## src/rtl/mem_arbiter2.sv

```systemverilog
// Two-master arbiter onto a single memory/peripheral slave (round-robin or fixed priority).
// Latency: grant registered on the IDLE edge, ready pulses the cycle after s_ready; masters hold valid until ready.
module mem_arbiter2 #(
  parameter int TIMEOUT    = 255,
  parameter int FIXED_PRIO = 0
) (
  input  logic        clk,
  input  logic        reset,
  input  logic        m0_valid,
  input  logic [31:0] m0_addr,
  input  logic [31:0] m0_wdata,
  input  logic [3:0]  m0_wstrb,
  output logic        m0_ready,
  output logic [31:0] m0_rdata,
  input  logic        m1_valid,
  input  logic [31:0] m1_addr,
  input  logic [31:0] m1_wdata,
  input  logic [3:0]  m1_wstrb,
  output logic        m1_ready,
  output logic [31:0] m1_rdata,
  output logic        s_valid,
  output logic [31:0] s_addr,
  output logic [31:0] s_wdata,
  output logic [3:0]  s_wstrb,
  input  logic        s_ready,
  input  logic [31:0] s_rdata,
  output logic        grant,
  output logic        busy,
  output logic        timeout_err
);

  typedef enum logic [1:0] {IDLE, BUSY, DONE} state_t;

  localparam bit          TO_EN  = (TIMEOUT > 0);
  localparam int unsigned TERM_I = (TIMEOUT > 0) ? TIMEOUT - 1 : 0;
  localparam logic [7:0]  TERM   = TERM_I[7:0];

  state_t     state, state_nxt;
  logic       last_grant;
  logic [7:0] cnt;
  logic       winner;
  logic       take;
  logic       complete;
  logic       expire;

  always_ff @(posedge clk) begin
    if (reset) state <= IDLE;
    else       state <= state_nxt;
  end

  always_comb begin
    state_nxt = state;
    winner    = m1_valid;
    take      = 1'b0;
    complete  = 1'b0;
    expire    = 1'b0;
    if (m0_valid && m1_valid)
      winner = (FIXED_PRIO != 0) ? 1'b0 : ~last_grant;
    case (state)
      IDLE: begin
        if (m0_valid || m1_valid) begin
          take      = 1'b1;
          state_nxt = BUSY;
        end
      end
      BUSY: begin
        // A real response on the terminal-count cycle beats the timeout.
        if (s_ready && s_valid) begin
          complete  = 1'b1;
          state_nxt = DONE;
        end else if (TO_EN && cnt == TERM) begin
          expire    = 1'b1;
          state_nxt = DONE;
        end
      end
      DONE:    state_nxt = IDLE;
      default: state_nxt = IDLE;
    endcase
  end

  always_ff @(posedge clk) begin
    if (reset) begin
      s_valid     <= 1'b0;
      s_addr      <= 32'd0;
      s_wdata     <= 32'd0;
      s_wstrb     <= 4'd0;
      m0_ready    <= 1'b0;
      m1_ready    <= 1'b0;
      m0_rdata    <= 32'd0;
      m1_rdata    <= 32'd0;
      grant       <= 1'b0;
      last_grant  <= 1'b1;
      timeout_err <= 1'b0;
      cnt         <= 8'd0;
    end else begin
      m0_ready    <= 1'b0;
      m1_ready    <= 1'b0;
      timeout_err <= 1'b0;
      if (take) begin
        s_valid    <= 1'b1;
        s_addr     <= winner ? m1_addr  : m0_addr;
        s_wdata    <= winner ? m1_wdata : m0_wdata;
        s_wstrb    <= winner ? m1_wstrb : m0_wstrb;
        grant      <= winner;
        last_grant <= winner;
        cnt        <= 8'd0;
      end
      // Saturate so a disabled timeout never wraps back to a small count.
      if (state == BUSY && !complete && !expire && cnt != 8'hFF)
        cnt <= cnt + 8'd1;
      if (complete || expire) begin
        s_valid     <= 1'b0;
        timeout_err <= expire;
        if (grant) begin
          m1_ready <= 1'b1;
          m1_rdata <= complete ? s_rdata : 32'hDEAD_BEEF;
        end else begin
          m0_ready <= 1'b1;
          m0_rdata <= complete ? s_rdata : 32'hDEAD_BEEF;
        end
      end
    end
  end

  assign busy = (state != IDLE);

endmodule

```

## config.mk

```make
export PLATFORM = sky130hd
export DESIGN_NAME = mem_arbiter2
export DESIGN_NICKNAME = d
export VERILOG_FILES = /design/src/rtl/mem_arbiter2.sv
export SDC_FILE = /design/constraint.sdc
export NUM_CORES = 1
export LEC_CHECK = 0
export ABC_AREA = 1
export CORE_AREA = 2 2 122 124
export DETAILED_ROUTE_END_ITERATION = 6
export DIE_AREA = 0 0 124 126
export DONT_BUFFER_PORTS = 1
export GPL_ROUTABILITY_DRIVEN = 0
export PLACE_DENSITY = 0.59
export SKIP_LAST_GASP = 1
export SLEW_MARGIN = 5
export SYNTH_ARGS = -nofsm -noshare
export SYNTH_HDL_FRONTEND = slang
export SYNTH_SLANG_ARGS = --single-unit
```

## constraint.sdc

```tcl
create_clock -name clk -period 1.9 [get_ports clk]
set_input_delay 0.19 -clock clk [delete_from_list [all_inputs] [get_ports clk]]
set_output_delay 0.19 -clock clk [all_outputs]
set_load 0.005 [all_outputs]
```

# [Word level (Yosys, flattened, before mapping)]
# Cells that the tools add are included.
[classes] n_shift=0 order_cmp=0 addsub=1 eq_ne=5 bitwise=3 n_mul=0 div=0 muxes=20 reduce_logical=17
[ops] operator="two-way mux 32 bit" count=3
[ops] operator="two-way mux 8 bit" count=2
[ops] operator="two-way mux 1 bit" count=10
[ops] operator="adder 8 x 1 -> 8 bit, second input constant" count=1
[ops] operator="== test 8 bit, second input constant" count=1
[ops] operator="!= test 8 bit, second input constant" count=1
[ops] operator="two-way mux 2 bit" count=3
[ops] operator="AND reduction 2 bit" count=3
[ops] operator="logical AND 1 bit" count=5
[ops] operator="two-way mux 4 bit" count=1
[ops] operator="one-hot mux 2 bit (2 select lines)" count=1
[ops] operator="nonzero test 2 bit" count=2
[ops] operator="OR reduction 2 bit" count=2
[ops] operator="!= test 3 bit, second input constant" count=1
[ops] operator="NOT 1 bit" count=3
[ops] operator="== test 2 x 1 -> 1 bit, second input constant" count=1
[ops] operator="logical NOT 1 bit" count=2
[ops] operator="logical NOT 2 bit" count=1
[ops] operator="logical OR 1 bit" count=2
[ops] operator="!= test 2 bit, second input constant" count=1
[totals] register_bits=148 elab_cells=59 out_inout_bits=138 memories=0 in_bits=173 latch_bits=0 rom_bits=0 ram_bits=0

# [Depth between registers and ports, before layout]
[logic_depth] ltp_word=8 mapped_depth=10 ltp_nobuf=9

# [Worst setup path before layout]
# No wires, ideal clock.
[synth_timing] path_kind="flip-flop to flip-flop" startpoint="register cnt[0]" endpoint="register m1_rdata[14]" stages_incl_launch_ff=11 n_path_buf=1 period_less_slack_ns=1.343 arrival_time_ns=1.210 required_time_ns=1.768 setup_ns=0.132 setup_slack_ns=0.557 path_cell_list="dfxtp_1 -> inv_1 -> ha_1 -> inv_1 -> nor2_2 -> nand2_4 -> nand2_8 -> nand3_4 -> buf_6 -> nand2_1 -> a21oi_1"
[synth_between] elab_chain_len=6
[synth_rtl] element="from (decl)" line_no="40" rtl="logic [7:0] cnt;"
[synth_rtl] element="from (signal assigned)" line_no="110" rtl="cnt <= cnt + 8'd1;"
[synth_rtl] element="== test 8 bit" line_no="71" rtl="end else if (TO_EN && cnt == TERM) begin"
[synth_rtl] element="two-way mux 1 bit" line_no="71"
[synth_rtl] element="two-way mux 1 bit" line_no="68" rtl="if (s_ready && s_valid) begin"
[synth_rtl] element="two-way mux 1 bit" line_no="59" rtl="case (state)"
[synth_rtl] element="logical OR 1 bit" line_no="111" rtl="if (complete || expire) begin"
[synth_rtl] element="AND reduction 2 bit (no line)"
[synth_rtl] element="to (signal assigned)" line_no="116" rtl="m1_rdata <= complete ? s_rdata : 32'hDEAD_BEEF;"
[synth_rtl] element="to (decl)" line_no="20" rtl="output logic [31:0] m1_rdata,"
# No other way between the ends.
# A chain may end at the register's enable or synchronous reset.

# [Worst setup path in the final report]
[layout_timing] startpoint="register last_grant" endpoint="register s_addr[5]"
[layout_between] elab_chain_len=3
[layout_rtl] element="from (decl)" line_no="39" rtl="logic last_grant;"
[layout_rtl] element="from (signal assigned)" line_no="105" rtl="last_grant <= winner;"
[layout_rtl] element="NOT 1 bit" line_no="58" rtl="winner = (FIXED_PRIO != 0) ? 1'b0 : ~last_grant;"
[layout_rtl] element="two-way mux 1 bit" line_no="57" rtl="if (m0_valid && m1_valid)"
[layout_rtl] element="two-way mux 32 bit" line_no="101" rtl="s_addr <= winner ? m1_addr : m0_addr;"
[layout_rtl] element="to (signal assigned)" line_no="101"
[layout_rtl] element="to (decl)" line_no="22" rtl="output logic [31:0] s_addr,"
# No other way between the ends.

==> metrics.log <==
INFO  metric run_status = completed
INFO  metric timing.hold.worst_path_depth = 4
INFO  metric ys_seq_area_share = 47.52%
INFO  metric transition_time_at_the_pin_with_the_least_slew_margin = 1.124 ns
INFO  metric drt_drc_violations_left = 0
INFO  metric clock_power_share = 37.4%
INFO  metric worst_setup_path_endpoint = s_addr[5]$_SDFFE_PP0P_
INFO  metric detailroute.via_count = 6335
INFO  metric avgViaCountPerCell = 5.626
INFO  metric clock_latency = 0.42 ns
INFO  metric max_cap_violations = 0
INFO  metric fp.dieArea = 15620 um2
INFO  metric die_y = 126 um
INFO  metric synth_area_leader_cell = sky130_fd_sc_hd__dfxtp_1
INFO  metric timing.critical_path.fanout_max = 69
INFO  metric drive_gt1_share = 10.11%
INFO  metric cell_type_of_the_slowest_stage_on_the_worst_timing_path = sky130_fd_sc_hd__dlygate4sd3_1
INFO  metric fillerInstances = 1187
INFO  metric start_util = 43.56%
INFO  metric critical-path-top-cell-by-count = sky130_fd_sc_hd__nand2_1
INFO  metric worstPathArrival = 2.20 ns
INFO  metric synthesis.area_per_instance = 7.697 um2
INFO  metric cts_inserted_buffers = 17
INFO  metric synth.mux.area_fraction = 0%
INFO  metric fin_worst_setup_slack = 0.05618 ns
INFO  metric final_net_count = 1104
INFO  metric fin_tns_setup = 0 ns
INFO  metric ctsRootBufferMaster = sky130_fd_sc_hd__clkbuf_16
INFO  metric drv_slew = 0
INFO  metric cellPowerDensity = 983.7 nW/um2
INFO  metric synth_top_family_by_area = compound AO/OA/AOI/OAI gates
INFO  metric crit_chain = nand2_1, nand2_2, inv_2, buf_12, nand2_1, a31oi_1, dlygate4sd3_1
INFO  metric cts_tree = done
INFO  metric synthAdderAreaFrac = 0.4014%
INFO  metric layout.area.seq = 2965 um2
INFO  metric layout_min_cycle_time = 1.844 ns
INFO  metric antenna_violating_nets_post_route = 0
INFO  metric grt_max_degree = 70
INFO  metric post_synth_and_or_nand_nor_area_fraction = 18.74%
INFO  metric rows = 44
INFO  metric placement.cell_area = 6301 um2
INFO  metric cp_data_required_time = 2.26 ns
INFO  metric power.share.combinational = 17.3%
INFO  metric synthDominantCellAreaShare = 47.52%
INFO  metric clock_skew = 0.01031 ns
INFO  metric timing.final.crit_share = 97.04%
INFO  metric setup_slack_on_the_worst_flop_to_flop_path = 0.06 ns
INFO  metric crit-reg2reg-capture = s_addr[5]$_SDFFE_PP0P_
INFO  metric end_kind = register
INFO  metric p_switching = 2.416 mW
INFO  metric num_io_pins = 311
INFO  metric global_route.overflow_total = 0
INFO  metric ff2ff_path_depth = 7
INFO  metric crit_path_start_kind = register
INFO  metric worst_setup_hold_path_clk_slew = 0.06 ns
INFO  metric synth_xor_area_share = 0.1405%
INFO  metric postLayoutCellArea = 8394 um2
INFO  metric worstSetupStartpoint = last_grant$_SDFFE_PP1P_
INFO  metric grt_antenna_before_repair = 2
INFO  metric setup-violations-final = 0
INFO  metric p_seq_share = 45.4%
INFO  metric cts_sinks = 148
INFO  metric int_power = 5.841 mW
INFO  metric hold_slack = 0.02481 ns
INFO  metric track_usage = 25.44%
INFO  metric syn-num-nets = 985
INFO  metric cpPeakStageDelay = 0.58 ns
INFO  metric width_of_the_chip = 124 um
INFO  metric yosys_warning_count = 0
INFO  metric layout.cells.most_common = sky130_fd_sc_hd__nand2_1
INFO  metric design.core.area = 14310 um2
INFO  metric max-vdd-ir-drop = 0.5540 mV
INFO  metric crit-reg2reg-launch = last_grant$_SDFFE_PP1P_
INFO  metric place_worst_setup_slack = 0.2136 ns
INFO  metric htree_num_levels = 4
INFO  metric utilization = 58.65%
INFO  metric wire_length_of_the_first_global_routing_pass = 30.97 mm
INFO  metric fin_cells = 1126
INFO  metric hold_path.class = primary input to register
INFO  metric mapped_cell_area = 6235 um2
INFO  metric multi_input_comb_area = 2713 um2
INFO  metric maxSlewHeadroom = 24.82%
INFO  metric switching_share_of_power = 29.26%
INFO  metric synthCells = 810
INFO  metric most-common-layout-cells = sky130_fd_sc_hd__nand2_1, sky130_fd_sc_hd__dfxtp_1, sky130_fd_sc_hd__dlygate4sd3_1, sky130_fd_sc_hd__a31oi_1, sky130_fd_sc_hd__o21ai_0
INFO  metric first_iter_violations = 456
INFO  metric area.growth.synth_to_final = 34.64%
INFO  metric finalHoldViolations = 0
INFO  metric clock_path_buffers = 2
INFO  metric timing.setup.critical_path_class = register to register
INFO  metric yosys_register_bits = 148
INFO  metric power_leakage = 3.211 nW
INFO  metric area_contributors_post_synth = sky130_fd_sc_hd__dfxtp_1, sky130_fd_sc_hd__nand2_1, sky130_fd_sc_hd__a31oi_1, sky130_fd_sc_hd__o21ai_0, sky130_fd_sc_hd__o21ai_1
INFO  metric dp_hpwl = 12.22 mm
INFO  metric detail_route.wl_per_cell = 18.74 um
INFO  metric max_clock_freq = 542.4 MHz
INFO  metric power.total = 8.258 mW
INFO  metric detailedRoute.firstPassIterationCount = 5
INFO  metric placedCellCount = 944
INFO  metric yosysUniqueCellTypes = 30
INFO  metric portBuffers = 0
INFO  metric vias_in_the_first_global_route = 6151
INFO  metric synth_compound_area_share = 23.98%
INFO  metric postRouteWirelength = 21.10 mm
logic make-up after synthesis:
family | count (synthesis)
adder cells (fa/ha/maj) | 2
AO/OA/AOI/OAI | 263
flip-flops | 148
XOR/XNOR | 1
AND/OR/NAND/NOR | 264
buffers and inverters | 132
critical path: cells and delay by family (launching register included):
family          cells  cell delay [ns]
flops               1             0.32
buf+inv             3             0.90
compound gates      1             0.22
simple gates        3             0.29
flip-flops by register name (all words and copies together), names as in the netlist:
signal / count
s_addr: 32
state: 2
m0_ready: 1
m1_rdata: 32
grant: 1
m1_ready: 1
s_wstrb: 4
s_valid: 1
m0_rdata: 32
last_grant: 1
timeout_err: 1
s_wdata: 32
cnt: 8
final cells by class:
cell class | instances | share of cell area, %
clock buffers | 17 | 5.068
well taps | 184 | 2.743
multi-input cells | 530 | 32.31
diodes | 2 | 0.05962
flip-flops and latches | 148 | 35.33
inverters | 70 | 3.160
repair buffers | 162 | 19.99
clock inverters | 13 | 1.341
per-layer routing:
metal | vias up | wire length [um] | track usage [%]
li1 | 2927 | - | -
met1 | 2898 | 7578 | 27.26
met2 | 410 | 9766 | 40.82
met3 | 100 | 2399 | 9.873
met4 | 0 | 1354 | 17.58
met5 | - | 0 | 0
power groups by stage:
stage                     registers, mW  logic (mW)  clock network (mW)
final                              3.75        1.43                3.09
after global routing               3.77        1.56                3.28
after CTS                          3.73        1.27                3.14
after detailed placement           3.79       0.974                   0
after global placement             3.79       0.934                   0
after floorplan                    3.67       0.810                   0
cells in the mapped netlist (all sizes together):
cell type and number:
a21oi 74, a31oi 68, buf 30, clkbuf 32
dfxtp 148, ha 2, inv 70, nand2 200
nand3 13, nand3b 2, nand4 1, nor2 23
nor4 1, o21ai 121, or2 24, xnor2 1
what timing repair did:
action                                  in CTS  in global routing
hold buffers                               144                  2
setup buffers                                0                  3
gates resized for setup                      0                  5
endpoints found under the hold margin       97                  2
endpoints found under the setup margin       0                 21
worst min-delay path by stage:
stage / startpoint / to
final: s_rdata[20] / m1_rdata[20]$_SDFFE_PP0P_
after detailed placement: reset / m1_rdata[4]$_SDFFE_PP0P_
after global placement: reset / m0_rdata[8]$_SDFFE_PP0P_
after global routing: s_rdata[20] / m0_rdata[20]$_SDFFE_PP0P_
after CTS: s_rdata[20] / m1_rdata[20]$_SDFFE_PP0P_
after floorplan: m1_addr[30] / s_addr[30]$_SDFFE_PP0P_
(Power assumes the default switching activity.)
